File: src/rtl/fetch_unit.sv
// Instruction-fetch front end: owns the PC and drives a req/ack imem port. FETCH_PERF_CNT_EN adds perf counters.
// Latency: zero-wait memory presents one instruction per cycle, combinationally in the ack cycle.
// Backpressure: freeze parks the acked word in HOLD; fetch_stall flags cycles with no valid instruction.
module fetch_unit #(
  parameter logic [31:0] RESET_PC = 32'h0000_0000,
  parameter logic [31:0] PC_INC   = 32'd4
) (
  input  logic        clk,
  input  logic        rst,
  input  logic        freeze,
  input  logic        branch_taken,
  input  logic [31:0] branch_addr,
  output logic        imem_req,
  output logic [31:0] imem_addr,
  input  logic        imem_ack,
  input  logic [31:0] imem_rdata,
  output logic [31:0] PC,
  output logic [31:0] instruction,
  output logic        fetch_stall,
  output logic [31:0] perf_fetches,
  output logic [31:0] perf_stalls
);

  typedef enum logic [1:0] {
    FETCH = 2'd0,
    HOLD  = 2'd1,
    DRAIN = 2'd2
  } state_t;

  state_t      state, state_nxt;
  logic [31:0] pc_reg, pc_nxt;
  logic [31:0] drain_addr, drain_nxt;
  logic [31:0] inst_buf, buf_nxt;
  logic [31:0] pc_inc;

  assign pc_inc = pc_reg + PC_INC;
  assign PC     = pc_inc;

  always_ff @(posedge clk) begin
    if (rst) begin
      state      <= FETCH;
      pc_reg     <= RESET_PC;
      drain_addr <= '0;
      inst_buf   <= '0;
    end else begin
      state      <= state_nxt;
      pc_reg     <= pc_nxt;
      drain_addr <= drain_nxt;
      inst_buf   <= buf_nxt;
    end
  end

  always_comb begin
    state_nxt   = state;
    pc_nxt      = pc_reg;
    drain_nxt   = drain_addr;
    buf_nxt     = inst_buf;
    imem_req    = 1'b0;
    imem_addr   = pc_reg;
    instruction = '0;
    fetch_stall = 1'b1;
    case (state)
      FETCH: begin
        imem_req    = 1'b1;
        fetch_stall = ~imem_ack;
        if (imem_ack) instruction = imem_rdata;
        if (branch_taken && imem_ack) begin
          pc_nxt = branch_addr;
        end else if (branch_taken) begin
          // The outstanding request must complete at its original address.
          drain_nxt = pc_reg;
          pc_nxt    = branch_addr;
          state_nxt = DRAIN;
        end else if (imem_ack && !freeze) begin
          pc_nxt = pc_inc;
        end else if (imem_ack) begin
          buf_nxt   = imem_rdata;
          state_nxt = HOLD;
        end
      end
      HOLD: begin
        instruction = inst_buf;
        fetch_stall = 1'b0;
        if (branch_taken) begin
          pc_nxt    = branch_addr;
          state_nxt = FETCH;
        end else if (!freeze) begin
          pc_nxt    = pc_inc;
          state_nxt = FETCH;
        end
      end
      DRAIN: begin
        imem_req  = 1'b1;
        imem_addr = drain_addr;
        if (branch_taken) pc_nxt = branch_addr;
        if (imem_ack) state_nxt = FETCH;
      end
      default: state_nxt = FETCH;
    endcase
  end

`ifdef FETCH_PERF_CNT_EN
  logic fetch_acc;
  logic [31:0] fetch_cnt, stall_cnt;

  assign fetch_acc = ~branch_taken & ~freeze &
                     (((state == FETCH) & imem_ack) | (state == HOLD));

  always_ff @(posedge clk) begin
    if (rst) begin
      fetch_cnt <= '0;
      stall_cnt <= '0;
    end else begin
      if (fetch_acc)   fetch_cnt <= fetch_cnt + 32'd1;
      if (fetch_stall) stall_cnt <= stall_cnt + 32'd1;
    end
  end

  assign perf_fetches = fetch_cnt;
  assign perf_stalls  = stall_cnt;
`else
  assign perf_fetches = '0;
  assign perf_stalls  = '0;
`endif

endmodule
File: config.mk
export PLATFORM = sky130hd
export DESIGN_NAME = fetch_unit
export DESIGN_NICKNAME = d
export VERILOG_FILES = /design/src/rtl/fetch_unit.sv
export SDC_FILE = /design/constraint.sdc
export NUM_CORES = 1
export LEC_CHECK = 0
export BUFFER_PORTS_ARGS = -buffer_cell sky130_fd_sc_hd__buf_2
export CORE_MARGIN = 1
export CORE_UTILIZATION = 35
export DETAILED_ROUTE_END_ITERATION = 6
export PLACE_DENSITY = 0.73
export SLEW_MARGIN = 40
export SYNTH_ARGS = -nofsm -noshare
export SYNTH_HDL_FRONTEND = slang
export SYNTH_SLANG_ARGS = --single-unit
File: constraint.sdc
create_clock -name clk -period 2.06 [get_ports clk]
set_input_delay 0.206 -clock clk [delete_from_list [all_inputs] [get_ports clk]]
set_output_delay 0.206 -clock clk [all_outputs]
set_load 0.01 [all_outputs]
# After elaboration in Yosys (flattened, before gate mapping)
# Cells that the tools add are included.
# op_classes
n_mux	20
multipliers	0
bitwise_logic	4
n_addsub	1
magnitude_cmp	0
n_eq_ne	9
shifts	0
reduce_logical	10
div	0
# ops
op	n
$mux 32	8
$pmux 32 s3	1
$pmux 32 s2	1
$add 32x3->32 const B	1
$mux 2	7
$reduce_and 5->1	2
$ne 3x3->1 const B	3
$ne 2x2->1 const B	3
$pmux 2 s3	1
$ne 4x4->1 const B	1
$not 1->1	4
$reduce_and 4->1	1
$reduce_and 3->1	1
$reduce_bool 3->1	1
$eq 2x1->1 const B	1
$eq 2x2->1 const B	1
$logic_and 1x1->1	2
$logic_not 2->1	1
$pmux 1 s2	1
$reduce_or 2->1	1
$logic_not 1->1	1
$mux 1	1
# word_totals
input_bits	69
mem_bits_rw	0
latch_bits	0
output_inout_bits	162
elab_cells	48
ff_bits	98
romBits	0
mem_count	0

# Depth between registers and ports, before layout
# Gate-level depths: netlist of the first run.
# depth
ltp_word	6
ltp_mapped	10
ltp_nobuf	7

# Worst setup path after synthesis of the first run
# OpenSTA, ideal clock, no wires.
# synth_timing
kind	register to output
from	reg pc_reg[3]
to	out PC[14]
path_slack_ps	53
arrival_ps	1801
t_required_ps	1854
path_stages_with_launch	7
path_buffers	1
cell_sequence	dfxtp_1 ha_1 nand4_2 or3_1 buf_2 or2_2 xnor2_1
# synth_via
elab_chain_len	1
# synth_lines
element	line_no	source
from (decl)	31	logic [31:0] pc_reg, pc_nxt;
from (signal assigned)	47	pc_reg <= pc_nxt;
$add 32x3->32	36	assign pc_inc = pc_reg + PC_INC;
to (decl)	17	output logic [31:0] PC,
# No other way between the ends.

# Final worst setup path of the first run
# layout_timing
from	reg pc_reg[3]
to	out PC[16]
# The elaborated chain is that of the path after synthesis.

==> impl_metrics.tcl, run 1 <==
set metrics [dict create \
    status "finished with violations" \
    violations "negative setup slack" \
    hpwl_um 13000 \
    dr.first_iter.drc_count 637 \
    reg2reg_to "pc_reg[25]$_SDFFE_PP0P_" \
    wl_per_cell_um 15.9 \
    setup_viol 6 \
    p_sw_uw 1990 \
    async_flop_share 0 \
    p_leak_uw 0.00346 \
    grt_antenna_before_repair 1 \
    grt_pass1_vias 5708 \
    worst_slack_ns -0.0981 \
    grt_util_all_layers 0.208 \
    critPathRequiredTime_ns 1.85 \
    root_buffer "clkbuf_16" \
    r2r_slack_ns 0.10 \
    synthCells 777 \
    vias 6243 \
    slew-limit-headroom 0.615 \
    tritoncts "built" \
    slew_viol_final 0 \
    grt-ovfl-total 0 \
    grt_first_pass_wirelength_um 29200 \
    min_period_over_period 1.05 \
    cts_buffers 9 \
    critPathKind "flop to output pin" \
    swShare 0.347 \
    cts_sinks 98 \
    nFillCells 1623 \
    avgSynthCellArea_um2 7.65 \
    sequentialPowerShare 0.379 \
    drive_gt1_frac 0.363 \
    maxCapViolations 0 \
    first_pass_iters 5 \
    syn_area_mm2 0.00594 \
    drc 0 \
    dieArea_mm2 0.0175 \
    irDropWorstVdd_mv 0.445 \
    die_w_um 132 \
    synthFlopType "dfxtp_1" \
    nNetsFinal 1041 \
    final_common_cell "nand2_1" \
    drt-total-wl_um 18900 \
    layout.cells.most_common_list "168 x nand2_1, 166 x buf_2, 83 x a21oi_1" \
    gp_congestion 0.947 \
    io_pins 231 \
    max_freq_mhz 463 \
    synth_seq_cells 98 \
    rsz0062_at_grt "yes" \
    r2r-start "state[1]$_SDFFE_PP0P_" \
    placed_cell_area_mm2 0.00701 \
    yosys_warnings 0 \
    multi_input_area_mm2 0.00367 \
    power_density_mw_per_mm2 732 \
    fin_setup_tns_ns -0.280 \
    skew_ns 0.0108 \
    synth.area.top_cells "dfxtp_1 33%, nand2_1 11%, buf_4 8.3%" \
    hold_end "inst_buf[22]$_SDFFE_PP0P_" \
    hold_start "imem_rdata[22]" \
    hold_path.class "input pin to flop" \
    seq_area_frac_synth 0.330 \
    yosysUniqueCellTypes 60 \
    cp-start-kind "flop" \
    hold_depth 3 \
    path_max_fanout 4 \
    synth_top_area_share 0.330 \
    clk_pin_slew_ns 0.07 \
    hold_violations 0 \
    worstPathArrival_ns 1.95 \
    vias_per_cell 5.23 \
    min_period_ns 2.16 \
    p_comb_frac 0.313 \
    htreeDepth 3 \
    die_y_um 132 \
    r2r_cells 8 \
    route.antenna.remaining_nets 0 \
    critPathCaptureType "output pin" \
    port_buffers 166 \
    cts.path.max_buffers 2 \
    core-area_mm2 0.0166 \
    clkPwrFrac 0.308 \
    clock_latency_ns 0.36 \
    regArea_mm2 0.00202 \
    p_int_uw 3730 \
    synth-edff-count 0 \
    tightest_slew_ns 0.577 \
    row_count 47 \
    grt_max_degree 53 \
    initial_core_util 0.358 \
    synth.largest_area_cell "dfxtp_1" \
    area_growth_pct 31.5 \
    final_area_mm2 0.00781 \
]
-- final cells by class --
| class | instances | share of cell area |
|---|---|---|
| multi-input cells | 597 | 0.470 |
| flip-flops and latches | 98 | 0.258 |
| repair buffers | 244 | 0.189 |
| well taps | 220 | 0.0352 |
| clock buffers | 10 | 0.0293 |
| clock inverters | 6 | 0.00945 |
| inverters | 17 | 0.00817 |
| diodes | 1 | 0.000320 |
-- per-layer routing --
metal	vias up	GRT usage	wire length, µm
met2	343	0.336	8960
met4	2	0.0824	400
met3	34	0.0557	1820
li1	2968	-	-
met1	2896	0.263	7740
met5	-	0	13
-- kinds of logic after synthesis --
| family | Yosys count | synth area share |
|---|---|---|
| AOI/OAI and AO/OA | 202 | 0.224 |
| other | 1 | 0.000631 |
| DFF | 98 | 0.330 |
| buffers and inverters | 145 | 0.135 |
| and+or+nand+nor | 276 | 0.217 |
| muxes | 23 | 0.0429 |
| adders and majority gates | 5 | 0.0105 |
| xor gates and xnor gates | 27 | 0.0398 |
-- timing repair --
item                                    in CTS  in global routing
endpoints found under the setup margin      57                 85
gates resized for setup                     51                 41
hold buffers                                 0                  0
pin swaps                                   16                 18
buffers inserted                             8                 13
-- critical path, cell delays in order (launching register included) --
cell and delay (ns):
dfxtp_4 0.37, ha_4 0.14, nand4_4 0.09, or3_4 0.36
o31a_1 0.26, or2_1 0.24, buf_2 0.14
-- synth_stat cells, drive strengths merged, types with 3 or more instances --
cell type	instances
o31a	5
nand2	171
a22o	41
mux2i	3
nand4	14
a221oi	4
nor2	23
nor3	9
inv	16
or2	5
or3	3
a2bb2oi	3
nor4	11
mux2	20
clkbuf	51
buf	77
o31ai	3
o41ai	3
and2	5
xor2	8
ha	5
nand2b	4
dfxtp	98
o32ai	6
nand3	21
o21ai	27
nor2b	3
a21oi	84
a32oi	4
a31oi	5
o21a	3
xnor2	19
-- power by group through the flow --
stage / registers [µW] / logic, µW / clock network (µW)
after floorplan: 2150 / 1110 / 0
after global placement: 2170 / 1670 / 0
after detailed placement: 2170 / 1670 / 0
after CTS: 2150 / 1730 / 1810
after global routing: 2180 / 1930 / 1890
final: 2170 / 1790 / 1760
-- stage by stage --
stage	hold WS, ns	worst slack [ns]	util	cells	power (µW)
2_1_floorplan	0.342	0.0529	-	840	3250
5_1_grt	0.0911	-0.159	0.471	1192	6000
3_5_place_dp	0.445	0.0663	0.423	1155	3850
6_report	0.0978	-0.0981	0.471	1193	5720
4_1_cts	0.0801	-0.105	0.455	1179	5690
3_3_place_gp	0.438	0.140	0.423	1155	3840
-- worst max path at each step --
stage	from	endpoint	cells after the start
4_1_cts	pc_reg[3]$_SDFFE_PP0P_	PC[16]	6
3_5_place_dp	state[0]$_SDFFE_PP0P_	pc_reg[25]$_SDFFE_PP0P_	8
3_3_place_gp	pc_reg[3]$_SDFFE_PP0P_	PC[16]	7
6_report	pc_reg[3]$_SDFFE_PP0P_	PC[16]	6
2_1_floorplan	pc_reg[3]$_SDFFE_PP0P_	PC[14]	6
5_1_grt	pc_reg[3]$_SDFFE_PP0P_	PC[16]	6
(Power assumes the default switching activity.)
==> inputs of run 2 (changes only) <==
- PLACE_DENSITY: 0.73 -> not set
- clock period: 2.06 -> 2.2 ns (I/O delays scaled with it)
==> impl_metrics.tcl, run 2 (synthesis gave the netlist of run 1 again) <==
set metrics [dict create \
    cp-start-kind "flop" \
    min_period_over_period 0.987 \
    die_w_um 132 \
    vias 5930 \
    reg2reg_to "pc_reg[22]$_SDFFE_PP0P_" \
    hold_violations 0 \
    row_count 47 \
    drc 0 \
    critPathRequiredTime_ns 1.98 \
    irDropWorstVdd_mv 0.359 \
    grt_first_pass_wirelength_um 29200 \
    grt-ovfl-total 0 \
    htreeDepth 3 \
    nFillCells 1691 \
    cts.path.max_buffers 2 \
    hold_path.class "input pin to flop" \
    drt-total-wl_um 18200 \
    crit_start "pc_reg[2]$_SDFFE_PP0P_" \
    grt_antenna_before_repair 0 \
    initial_core_util 0.358 \
    grt_pass1_vias 5536 \
    drive_gt1_frac 0.333 \
    r2r-start "state[1]$_SDFFE_PP0P_" \
    maxCapViolations 0 \
    slowest_stage "or3_4" \
    worst_slack_ns 0.0279 \
    layout.cells.most_common_list "169 x nand2_1, 166 x buf_2, 84 x a21oi_1" \
    core-area_mm2 0.0166 \
    diodes 0 \
    cts_buffers 9 \
    max_freq_mhz 460 \
    worstPathArrival_ns 1.95 \
    tightest_slew_ns 0.523 \
    first_pass_iters 4 \
    nNetsFinal 1022 \
    r2r_cells 8 \
    vias_per_cell 5.06 \
    io_pins 231 \
    critPathCaptureType "output pin" \
    hold_depth 3 \
    rsz0062_at_grt "yes" \
    dieArea_mm2 0.0175 \
    hold_buffers 0 \
    area_growth_pct 26.7 \
    hold_end "inst_buf[27]$_SDFFE_PP0P_" \
    slew-limit-headroom 0.651 \
    root_buffer "clkbuf_16" \
    totalPowerFinal_uw 5160 \
    power_density_mw_per_mm2 686 \
    final_common_cell "nand2_1" \
    cts_sinks 98 \
    slew_viol_final 0 \
    critPathKind "flop to output pin" \
    hold_start "imem_rdata[27]" \
    route.antenna.remaining_nets 0 \
    setup_viol 0 \
    tritoncts "built" \
    dr.first_iter.drc_count 384 \
    path_max_fanout 4 \
    r2r_slack_ns 0.22 \
    grt_max_degree 46 \
    place_ws_ns 0.174 \
    clk_pin_slew_ns 0.07 \
    status "finished, final reports clean" \
    gp_congestion 0.884 \
    clock_latency_ns 0.34 \
    port_buffers 166 \
    min_period_ns 2.17 \
    slowest_delay_ns 0.36 \
    crit_chain "ha_4 -> nand4_4 -> or3_4 -> o31a_1 -> or2_1 -> buf_2" \
    grt_util_all_layers 0.207 \
    die_y_um 132 \
    skew_ns 0.00518 \
    hpwl_um 12900 \
    wl_per_cell_um 15.6 \
    p_leak_uw 0.00329 \
]
-- run 2: metal layers --
layer	vias to the layer above	GRT usage	wire length, µm
met5	-	0	0
met4	0	0.0613	224
met3	16	0.0515	1220
met2	215	0.340	8720
met1	2786	0.266	8070
li1	2913	-	-
-- run 2: how the worst max path moves through the flow --
stage                        endpoint  cells after the start
2_1_floorplan                  PC[14]                      6
3_3_place_gp                   PC[29]                      5
3_5_place_dp   pc_reg[2]$_SDFFE_PP0P_                      8
4_1_cts                        PC[16]                      6
5_1_grt                        PC[16]                      6
6_report                       PC[16]                      6
-- run 2: metrics by stage --
step                instance area (µm²)  setup TNS [ns]  utilization  cells  hold slack [ns]
floorplan                          6180               0            -    840            0.356
global placement                   7000               0        0.422   1149            0.439
detailed placement                 7000               0        0.422   1149            0.446
CTS                                7370       -0.000607        0.445   1167            0.105
global route                       7530          -0.108        0.454   1172            0.109
finish                             7530               0        0.454   1172            0.120
-- run 2: layout make-up --
class	count	area, µm²	area share
repair buffers	225	1340	0.178
inverters	17	63.8	0.00847
clock buffers	14	274	0.0364
multi-input cells	597	3560	0.473
flip-flops and latches	98	2010	0.266
well taps	220	275	0.0366
clock inverters	1	8.76	0.00116
-- run 2: power breakdown --
group | switching (µW) | leakage, µW | internal [µW]
registers | 135 | 0.000808 | 1900
clock network | 675 | 0.000139 | 858
logic | 929 | 0.00235 | 663
total | 1740 | 0.00329 | 3420
-- run 2: what timing repair did --
item	CTS	global route
pin swaps	5	14
endpoints found under the setup margin	14	61
buffers inserted	3	5
gates resized for setup	21	37
-- run 2: worst max-delay path, delay by kind of cell, from the launching register on --
family | cells | cell delay [ns]
compound gates | 1 | 0.29
flops | 1 | 0.35
buf+inv | 1 | 0.14
simple gates | 3 | 0.67
fa+ha+maj | 1 | 0.15
